### config.mk
export PLATFORM = sky130hd
export DESIGN_NAME = q_value_select
export DESIGN_NICKNAME = d
export VERILOG_FILES = /design/src/rtl/q_value_select.sv
export SDC_FILE = /design/constraint.sdc
export NUM_CORES = 1
export LEC_CHECK = 0
export BUFFER_PORTS_ARGS = -buffer_cell sky130_fd_sc_hd__buf_2
export CORE_MARGIN = 1.5
export CORE_UTILIZATION = 35
export DETAILED_ROUTE_END_ITERATION = 8
export PLACE_DENSITY = 0.54
export RECOVER_POWER = 25
export SLEW_MARGIN = 20
export SYNTH_ARGS = -nofsm -noshare
export SYNTH_HDL_FRONTEND = slang
export SYNTH_SLANG_ARGS = --single-unit
### constraint.sdc
create_clock -name clk -period 4.3 [get_ports clk]
set_clock_uncertainty 0.2 [all_clocks]
set_input_delay 0 -clock clk [delete_from_list [all_inputs] [get_ports clk]]
set_output_delay 0 -clock clk [all_outputs]
set_load 0.05 [all_outputs]
### src/rtl/q_value_select.sv
// Streaming arg-max/arg-min over a frame of IEEE-754 Q-values.
// Total ordering is a sign-folded integer key with NaN handled out of band.
module q_value_select #(
    parameter int DATA_WIDTH            = 32,
    parameter int EXP_WIDTH             = 8,
    parameter int NUMBER_OF_OUTPUT_NODE = 3,
    parameter int INDEX_WIDTH           = 2
) (
    input  logic                   clk,
    input  logic                   rst_n,
    input  logic                   i_valid,
    input  logic [DATA_WIDTH-1:0]  i_data,
    input  logic                   i_mode,
    output logic [DATA_WIDTH-1:0]  o_data,
    output logic [INDEX_WIDTH-1:0] o_index,
    output logic                   o_all_nan,
    output logic                   o_valid,
    output logic                   o_busy
);

    localparam int MANT_WIDTH = DATA_WIDTH - EXP_WIDTH - 1;
    localparam logic [INDEX_WIDTH-1:0] LAST_IDX = INDEX_WIDTH'(NUMBER_OF_OUTPUT_NODE - 1);
    localparam logic [DATA_WIDTH-1:0]  SIGN_BIT = {1'b1, {(DATA_WIDTH-1){1'b0}}};
    localparam bit SINGLE = (NUMBER_OF_OUTPUT_NODE == 1);

    typedef enum logic {IDLE, ACCUM} state_t;

    state_t                  state_reg, state_next;
    logic [INDEX_WIDTH-1:0]  cnt_reg, cnt_next;
    logic [DATA_WIDTH-1:0]   best_reg, best_next;
    logic [INDEX_WIDTH-1:0]  best_idx_reg, best_idx_next;
    logic                    best_nan_reg, best_nan_next;
    logic                    mode_reg, mode_next;
    logic                    finish;

    logic                    in_nan;
    logic [DATA_WIDTH-1:0]   in_key, best_key;
    logic                    better, take_new;

    function automatic logic is_nan(input logic [DATA_WIDTH-1:0] x);
        return (&x[DATA_WIDTH-2 -: EXP_WIDTH]) && (|x[MANT_WIDTH-1:0]);
    endfunction

    // -0 folds onto +0 so the two zeros tie and the earlier index wins.
    function automatic logic [DATA_WIDTH-1:0] order_key(input logic [DATA_WIDTH-1:0] x);
        logic [DATA_WIDTH-1:0] v;
        v = (x == SIGN_BIT) ? '0 : x;
        return v[DATA_WIDTH-1] ? ~v : (v ^ SIGN_BIT);
    endfunction

    always_comb begin
        in_nan   = is_nan(i_data);
        in_key   = order_key(i_data);
        best_key = order_key(best_reg);
        better   = mode_reg ? (in_key < best_key) : (in_key > best_key);
        // A NaN best yields to any number; a NaN never displaces a number.
        take_new = best_nan_reg ? !in_nan : (!in_nan && better);
    end

    always_comb begin
        state_next    = state_reg;
        cnt_next      = cnt_reg;
        best_next     = best_reg;
        best_idx_next = best_idx_reg;
        best_nan_next = best_nan_reg;
        mode_next     = mode_reg;
        finish        = 1'b0;

        case (state_reg)
            IDLE: begin
                if (i_valid) begin
                    best_next     = i_data;
                    best_idx_next = '0;
                    best_nan_next = in_nan;
                    mode_next     = i_mode;
                    if (SINGLE) begin
                        finish   = 1'b1;
                        cnt_next = '0;
                    end else begin
                        cnt_next   = INDEX_WIDTH'(1);
                        state_next = ACCUM;
                    end
                end
            end
            ACCUM: begin
                if (i_valid) begin
                    if (take_new) begin
                        best_next     = i_data;
                        best_idx_next = cnt_reg;
                        best_nan_next = in_nan;
                    end
                    if (cnt_reg == LAST_IDX) begin
                        finish     = 1'b1;
                        cnt_next   = '0;
                        state_next = IDLE;
                    end else begin
                        cnt_next = cnt_reg + INDEX_WIDTH'(1);
                    end
                end
            end
            default: state_next = IDLE;
        endcase
    end

    always_ff @(posedge clk or negedge rst_n) begin
        if (!rst_n) begin
            state_reg    <= IDLE;
            cnt_reg      <= '0;
            best_reg     <= '0;
            best_idx_reg <= '0;
            best_nan_reg <= 1'b0;
            mode_reg     <= 1'b0;
            o_data       <= '0;
            o_index      <= '0;
            o_all_nan    <= 1'b0;
            o_valid      <= 1'b0;
        end else begin
            state_reg    <= state_next;
            cnt_reg      <= cnt_next;
            best_reg     <= best_next;
            best_idx_reg <= best_idx_next;
            best_nan_reg <= best_nan_next;
            mode_reg     <= mode_next;
            o_valid      <= finish;
            if (finish) begin
                o_data    <= best_next;
                o_index   <= best_idx_next;
                o_all_nan <= best_nan_next;
            end
        end
    end

    assign o_busy = (state_reg == ACCUM);

endmodule

# Word level (Yosys, flattened, before mapping)
# Index checks and enable logic that the tools add are counted.
dict set report word_totals {
  regBits 75
  input_bits 36
  output_inout_bits 37
  wordCells 59
}
dict set report classes {
  n_addsub 1
  n_lt_le_gt_ge 2
  eq_ne 5
  muxes 29
  bitwise 5
  reduce_logical 7
}
# op count
set op_table {}
lappend op_table {{$mux W32} 7}
lappend op_table {{$eq A32 B32 Y1 const B} 2}
lappend op_table {{$not A32 Y32} 2}
lappend op_table {{$pmux W32 S2} 1}
lappend op_table {{$gt A32 B32 Y1} 1}
lappend op_table {{$lt A32 B32 Y1} 1}
lappend op_table {{$reduce_or A23 Y1} 1}
lappend op_table {{$mux W2} 6}
lappend op_table {{$mux W1} 11}
lappend op_table {{$pmux W2 S2} 2}
lappend op_table {{$reduce_and A8 Y1} 1}
lappend op_table {{$ne A2 B2 Y1 const B} 2}
lappend op_table {{$pmux W1 S2} 2}
lappend op_table {{$reduce_and A2 Y1} 2}
lappend op_table {{$not A1 Y1} 3}
lappend op_table {{$add A2 B1 Y2 const B} 1}
lappend op_table {{$eq A2 B2 Y1 const B} 1}
lappend op_table {{$logic_and A1 B1 Y1} 2}
lappend op_table {{$logic_not A1 Y1} 1}

# Longest topological paths before layout
# Gate-level depths: netlist of run 1.
dict set report depth {
  ltp_word 11
  ltp_mapped 15
  mapped_depth_nobuf 12
}

# Worst setup path after synthesis of run 1
# No wires, ideal clock.
dict set report synth_timing {
  path_kind {flip-flop to flip-flop}
  start {register best_reg[23]}
  end {register best_reg[10]}
  setup_ns 0.127
  arrival_ns 3.613
  required_ns 3.973
  path_slack_ns 0.360
  stages_incl_launch_ff 16
  n_path_buf 3
  period_less_slack_ns 3.940
  cell_sequence {dfrtp_1 > nor4b_1 > nand4_1 > or2_0 > clkbuf_1 > clkbuf_1 > nand2_1 > ha_1 > a211oi_1 > inv_1 > o311ai_0 > nand4_1 > a221oi_2 > o21bai_2 > buf_6 > mux2_1}
}
dict set report synth_via {
  elab_chain_cells 11
  elab_cells_between_ends 13
  cone_classes {2 x order compare; 1 x eq/ne; 7 x mux; 2 x bitwise; 1 x reduce/logical}
}
# item line_no
set synth_lines {}
lappend synth_lines {{start: declaration} 30} ;# logic [DATA_WIDTH-1:0] best_reg, best_next;
lappend synth_lines {{start signal: assignment} 120} ;# best_reg <= best_next;
lappend synth_lines {{$eq A32 B32 Y1} 47} ;# v = (x == SIGN_BIT) ? '0 : x;
lappend synth_lines {{$mux W32 (*)} 47}
lappend synth_lines {{$not A32 Y32 or $not A1 Y1 (tied branches)} -}
lappend synth_lines {{$mux W32 (*)} 48} ;# return v[DATA_WIDTH-1] ? ~v : (v ^ SIGN_BIT);
lappend synth_lines {{$gt A32 B32 Y1 or $lt A32 B32 Y1 (tied branches)} 55} ;# better = mode_reg ? (in_key < best_key) : (in_key > best_key);
lappend synth_lines {{$mux W1 (*)} 55}
lappend synth_lines {{$logic_and A1 B1 Y1 (*)} 57} ;# take_new = best_nan_reg ? !in_nan : (!in_nan && better);
lappend synth_lines {{$mux W1 (*)} 57}
lappend synth_lines {{$mux W32 (*)} 87} ;# if (take_new) begin
lappend synth_lines {{$mux W32 (*)} 86} ;# if (i_valid) begin
lappend synth_lines {{$pmux W32 S2 (*)} 69} ;# case (state_reg)
lappend synth_lines {{net best_next[10]} 30}
# The timed path passes the listed nets; every way through them passes the cells marked *.
# A chain may end at the register's enable or synchronous reset.

# Worst setup path in the final report of run 1
dict set report layout_timing {
  start {input i_data[1]}
  end {register best_reg[7]}
}
dict set report layout_via {
  elab_chain_cells 11
  elab_cells_between_ends 16
  cone_classes {2 x order compare; 1 x eq/ne; 7 x mux; 2 x bitwise; 4 x reduce/logical}
}
# item line_no
set layout_lines {}
lappend layout_lines {{start: declaration} 12} ;# input logic [DATA_WIDTH-1:0] i_data,
lappend layout_lines {{$eq A32 B32 Y1} 47}
lappend layout_lines {{$mux W32} 47}
lappend layout_lines {{$not A32 Y32 or $not A1 Y1 (tied branches)} -}
lappend layout_lines {{$mux W32} 48}
lappend layout_lines {{$gt A32 B32 Y1 or $lt A32 B32 Y1 (tied branches)} 55}
lappend layout_lines {{$mux W1} 55}
lappend layout_lines {{$logic_and A1 B1 Y1} 57}
lappend layout_lines {{$mux W1 (*)} 57}
lappend layout_lines {{$mux W32 (*)} 87}
lappend layout_lines {{$mux W32 (*)} 86}
lappend layout_lines {{$pmux W32 S2 (*)} 69}
lappend layout_lines {{net best_next[7]} 30}
# Marks and branches as above.

==> impl_metrics.ini, run 1 <==
[power]
peakVddDrop_v = 0.0003952
p_leak_nw = 3.184
power_density_mw_per_mm2 = 836.3

[route]
wl_met2_um = 7871
route.detailed.drc = 0
drt-vias-per-instance = 5.634
wl_met1_um = 7749
routed-wl-met3_um = 492
wl_per_cell_um = 17.80
first_pass_iters = 5
wl_um = 16460
via_count = 5211
drt_iter0_drc = 298
highest_layer = met4
drtAntennaViolNets = 0

[status]
failed_checks = max-capacitance violations, max-slew violations
status = finished, violations left

[layout]
n_antenna_cell = 0
drive_gt1_frac = 0.2564
fin_cells = 925
area_growth_pct = 30.74
nNetsFinal = 800

[clock_tree]
htreeDepth = 3
clk_pin_slew_ns = 0.06
numCtsBuffers = 9
root_buffer = clkbuf_16
cts_buffer_depth = 2
tritoncts = yes
worstSkewPairLatency_ns = 0.35
cts.sink_count = 75

[synthesis]
ys_types = 51
syn_area_sq_mm = 0.005461
synth-xor-area-share = 0.09943
synth_common_cells = dfrtp_1 (75), nor2_1 (74), nand2_1 (69)
synth-simple-area-share = 0.2023
synthMuxAreaShare = 0.06987
yosysSeqAreaShare = 0.3436
syn_nets = 671
syn_inst = 604
synth_top_family_by_area = simple AND/OR/NAND/NOR gates
synth.top_cell.area_share = 0.3436
synth_compound_area_frac = 0.1711
netlist_top_cells_area = dfrtp_1 (34%), ha_1 (7.1%), mux2_1 (6.2%), nor4_1 (5.4%), xor2_1 (5.1%)
synth.ff_latch_count = 75
synth_top_flop_cell = dfrtp_1
syn_avg_cell_area_sq_um = 9.042
yosysTopAreaCell = dfrtp_1
ys_async_sr_fraction = 1.000
synthAdderAreaFrac = 0.07102
synth_most_common_cell = dfrtp_1
yosys_warnings = 0
synth-edff-count = 0

[worst_setup_path]
crit_path_cell_trace = dlygate4sd3_1 -> buf_2 -> nor4_2 -> buf_4 -> nand4_1 -> nor3_4 -> buf_4 -> clkbuf_16 -> nor2_1 -> ha_1 -> nand4_1 -> nor4_4 -> o311ai_2 -> buf_4 -> a41o_1 -> a221oi_2 -> o21bai_2 -> buf_6 -> mux2_1
start_kind = primary input
cp.arrival_ns = 4.16
path_max_fanout = 16
critical_path.max_stage_delay_ns = 0.52
path_class = primary input to register
critPathSlowestCell = dlygate4sd3_1
end_kind = register
required_ns = 4.33
r2r_cells = 16
path_common_cell = buf_4

[sta]
max_slew.worst_pin.slew_ns = 1.984
max_freq_mhz = 241.7
hold_violations = 0
maxSlewHeadroom = -0.3224
finalSetupViolations = 0
finalCriticalPeriod_ns = 4.138
drv_slew = 76
finalCritPeriodShare = 0.9623
tns_ns = 0

[place]
placed_cells = 871
place_congestion = 0.8419
port_buffers = 72
dpl.hpwl_um = 11230

[floorplanning]
design.core.area_sq_mm = 0.01520
die_h_um = 127.9
dieArea_sq_mm = 0.01636
die_w_um = 127.9
io_pins = 73
std_cell_rows = 45
initial_core_util = 0.3593

[global_route]
grt_overflow = 0
grt_first_pass_wirelength_um = 27220
gr-usage-all-layers = 0.2096
grt_max_degree = 76
antenna_found_initial = 0
grt_pass1_vias = 5312

[worst_hold_path]
hold_class = primary input to register
hold_depth = 4

[job]
drv_cap = 1
==> area by class of cell <==
class / count / area [sq um]
fill: 1455 / 8061
multi-input combinational: 474 / 3505
sequential: 75 / 1877
timing repair buffer: 164 / 1211
clock buffer: 11 / 252.7
tap: 188 / 235.2
inverter: 9 / 33.78
clock inverter: 4 / 26.28
==> power by group <==
group | internal, W | leakage (nW) | switching (W)
combinational | 0.00159 | 2.14 | 0.00237
clock | 0.000418 | 0.137 | 0.000303
sequential | 0.00105 | 0.911 | 0.000244
total | 0.00306 | 3.18 | 0.00291
==> final timing paths <==
path	from	to	slack, ns
worst max-delay path	i_data[1]	best_reg[7]	0.16
worst min register to register	cnt_reg[1]	cnt_reg[1]	0.30
max in group asynchronous	rst_n	o_data[13]	2.18
min in group asynchronous	rst_n	o_data[26]	0.55
worst max register to register	best_reg[6]	best_reg[7]	0.24
worst min-delay path	i_data[5]	o_data[5]	0.06
==> worst max-delay path: cells and delay by family <==
family,cells,cell delay (ns)
simple gates,6,1.14
compound gates,4,0.86
fa+ha+maj,1,0.30
mux,1,0.33
buf+inv,7,1.50
==> timing repair <==
| item | 4_1_cts | 5_1_grt |
|---|---|---|
| setup buffers | 0 | 1 |
| gates cloned | 0 | 1 |
| pin swaps | 0 | 7 |
| hold buffers | 36 | 0 |
| resized for setup | 1 | 23 |
| hold endpoints to repair | 144 | 0 |
| endpoints found under the setup margin | 3 | 66 |
==> through the flow <==
stage                     total power (W)    util  instance area (sq um)  setup WS [ns]  hold slack [ns]
after floorplan                  0.003959       -                   5461         0.3597          -0.4956
after global placement           0.004986  0.4149                   6307         0.1115          0.01787
after detailed placement         0.005075  0.4149                   6307        0.01967          0.04106
after CTS                        0.005877  0.4574                   6953       0.004100          0.03785
after global routing             0.006451  0.4697                   7141       -0.05139          0.08549
final                            0.005972  0.4697                   7141         0.1620          0.05852
==> cell families (layout without fill, tap and decap cells) <==
logic type,Yosys count,count (layout)
adders and majority gates,31,31
xor gates and xnor gates,62,62
muxes,34,34
DFF,75,75
buffers and inverters,55,188
AOI/OAI and AO/OA,111,111
and+or+nand+nor,236,236
==> routing by layer <==
| metal | track usage | vias to the layer above |
|---|---|---|
| met3 | 0.02796 | 23 |
| met4 | 0.08328 | 0 |
| met5 | 0 | - |
| li1 | - | 2504 |
| met2 | 0.3469 | 106 |
| met1 | 0.2777 | 2578 |
==> cells in the final DEF, fill, tap and decap left out, drive strengths merged, types with 3 or more instances in the layout <==
master	n
a21oi	12
o221a	32
nand2	69
dlygate4sd3	36
xor2	32
dfrtp	75
clkbuf	13
nor4	47
clkinv	3
nor3	6
inv	9
nand3	11
nor2	74
nor2b	3
nand4	14
o21ai	10
ha	31
mux2	33
xnor2	30
buf	126
and2	3
o31ai	33
(Power assumes the default switching activity.)
==> run 2, diff against run 1 <==
--- a/config.mk
+++ b/config.mk
@@ -9,7 +9,7 @@
 export CORE_MARGIN = 1.5
 export CORE_UTILIZATION = 35
 export DETAILED_ROUTE_END_ITERATION = 8
-export PLACE_DENSITY = 0.54
+export PLACE_DENSITY = 0.56
 export RECOVER_POWER = 25
 export SLEW_MARGIN = 20
 export SYNTH_ARGS = -nofsm -noshare
==> constraint.sdc (replaced) <==
create_clock -name clk -period 3.6 [get_ports clk]
set_clock_uncertainty 0.2 [all_clocks]
set_input_delay 0 -clock clk [delete_from_list [all_inputs] [get_ports clk]]
set_output_delay 0 -clock clk [all_outputs]
set_load 0.05 [all_outputs]
==> impl_metrics.ini, run 2 (synthesis gave the netlist of run 1 again) <==
[sta]
maxSlewHeadroom = -0.3172
rsz0062_at_grt = true
finalCriticalPeriod_ns = 4.013
max_slew.worst_pin.slew_ns = 1.976
hold_violations = 0
finalCritPeriodShare = 1.115
finalSetupViolations = 68
max_freq_mhz = 249.2
setup_ws_ns = -0.4134
tns_ns = -24.56
drv_slew = 76

[route]
route.detailed.drc = 0
wl_per_cell_um = 18.41
via_count = 5558
drtAntennaViolNets = 0
drt_iter0_drc = 328
first_pass_iters = 5
drt-vias-per-instance = 5.643
wl_um = 18130

[clock_tree]
tritoncts = yes
cts.sink_count = 75
cts_buffer_depth = 2
root_buffer = clkbuf_16
numCtsBuffers = 9
worstSkewPairLatency_ns = 0.36
clk_pin_slew_ns = 0.06
htreeDepth = 3

[global_route]
antenna_found_initial = 0
grt_overflow = 0
grt_max_degree = 76
grt_pass1_vias = 5586
gr-usage-all-layers = 0.2251
grt_first_pass_wirelength_um = 29060

[layout]
drive_gt1_frac = 0.3400
area_growth_pct = 44.44
final_common_cell = buf_4
n_antenna_cell = 0
nNetsFinal = 860
fill_cells = 1424
multi_input_area_sq_mm = 0.003696
mostFrequentLayoutCells = buf_4 (101), dfrtp_1 (75), nor2_1 (72), buf_2 (71), nand2_1 (61)
ff_latch_area_sq_mm = 0.001877
fin_util = 0.5189
fin_cells = 985
postLayoutCellArea_sq_mm = 0.007889

[job]
drv_cap = 1

[place]
dpl.hpwl_um = 12060
placed_cells = 926
place_area_sq_mm = 0.006809
port_buffers = 72
place_congestion = 0.8558

[power]
power_density_mw_per_mm2 = 1042
peakVddDrop_v = 0.0004521
finalPower_w = 0.008224
p_leak_nw = 3.534

[worst_setup_path]
critPathSlowestCell = nor4_1
required_ns = 3.63
crit_path_cell_trace = nor4_1 -> nand4_1 -> or2_4 -> buf_8 -> nand2_4 -> ha_4 -> a21o_1 -> a221o_1 -> o21ai_2 -> buf_4 -> nand4_1 -> a221oi_2 -> buf_4 -> o21bai_4 -> buf_12 -> mux2_1
critical_path.max_stage_delay_ns = 0.40
cp.arrival_ns = 4.04
start_kind = register
path_class = register to register
end_kind = register
path_max_fanout = 17

[floorplanning]
die_h_um = 127.9
design.core.area_sq_mm = 0.01520
initial_core_util = 0.3593
std_cell_rows = 45
die_w_um = 127.9
dieArea_sq_mm = 0.01636
io_pins = 73

[status]
failed_checks = max-capacitance violations, max-slew violations, negative setup slack
status = finished, violations left

[worst_hold_path]
hold_class = primary input to register
run 2: cell types whose count changed in the layout (fill, tap and decap cells not counted), sizes merged:
| cell | before | now |
|---|---|---|
| clkbuf | 13 | 14 |
| buf | 126 | 186 |
| bufinv | 0 | 2 |
| dlygate4sd3 | 36 | 34 |
| clkinv | 3 | 2 |
run 2: what timing repair did:
action                                  CTS  global route
cloned                                    1             4
resized for setup                        26            35
endpoints found under the setup margin   68            68
setup buffers                             4             2
endpoints found under the hold margin   143             2
hold buffers                             33             1
pin swaps                                 9            19
run 2: layout make-up:
type,count,share of cell area
multi-input combinational,474,0.4685
clock buffer,10,0.03029
sequential,75,0.2379
tap,188,0.02982
timing repair buffer,224,0.2193
inverter,9,0.004282
clock inverter,5,0.009833
run 2: final timing paths:
kind                              start     endpoint  depth (start not counted)  slack [ns]
setup / recovery           best_reg[24]  best_reg[4]                         16       -0.41
hold reg to reg               o_all_nan    o_all_nan                          1        0.31
setup reg to reg           best_reg[24]  best_reg[4]                         16       -0.41
max in group asynchronous         rst_n    o_data[7]                          2        1.48
hold / removal                i_data[0]    o_data[0]                          4        0.05
min in group asynchronous         rst_n   o_data[24]                          2        0.56
run 2: stage by stage:
| stage | hold slack, ns | setup slack (ns) |
|---|---|---|
| after floorplan | -0.4956 | -0.04567 |
| after global placement | 0.03112 | -0.4867 |
| after detailed placement | 0.03533 | -0.5043 |
| after CTS | -0.1630 | -0.3893 |
| after global routing | 0.08861 | -0.5887 |
| final | 0.04869 | -0.4134 |
run 2: power by group:
part	total [W]	switching (W)	internal, W	leakage [nW]
logic	0.00569	0.00324	0.00245	2.47
clock network	0.00100	0.000381	0.000620	0.154
registers	0.00153	0.000272	0.00126	0.911
total	0.00822	0.00390	0.00433	3.53
run 2: critical path: cells and delay by family (launching register included):
family / cells / cell delay [ns]
and+or+nand+nor: 5 / 1.12
AOI/OAI and AO/OA: 5 / 1.05
buffers and inverters: 4 / 0.62
DFF: 1 / 0.37
muxes: 1 / 0.32
adders and majority gates: 1 / 0.21
run 2: layer usage:
metal | up-vias | GRT usage | part of all wire | wire length (um)
li1 | 2621 | - | - | -
met1 | 2770 | 0.2848 | 0.44 | 8042
met2 | 137 | 0.3846 | 0.49 | 8869
met3 | 30 | 0.04048 | 0.045 | 810
met4 | 0 | 0.08130 | 0.023 | 408
met5 | - | 0 | 0 | 0
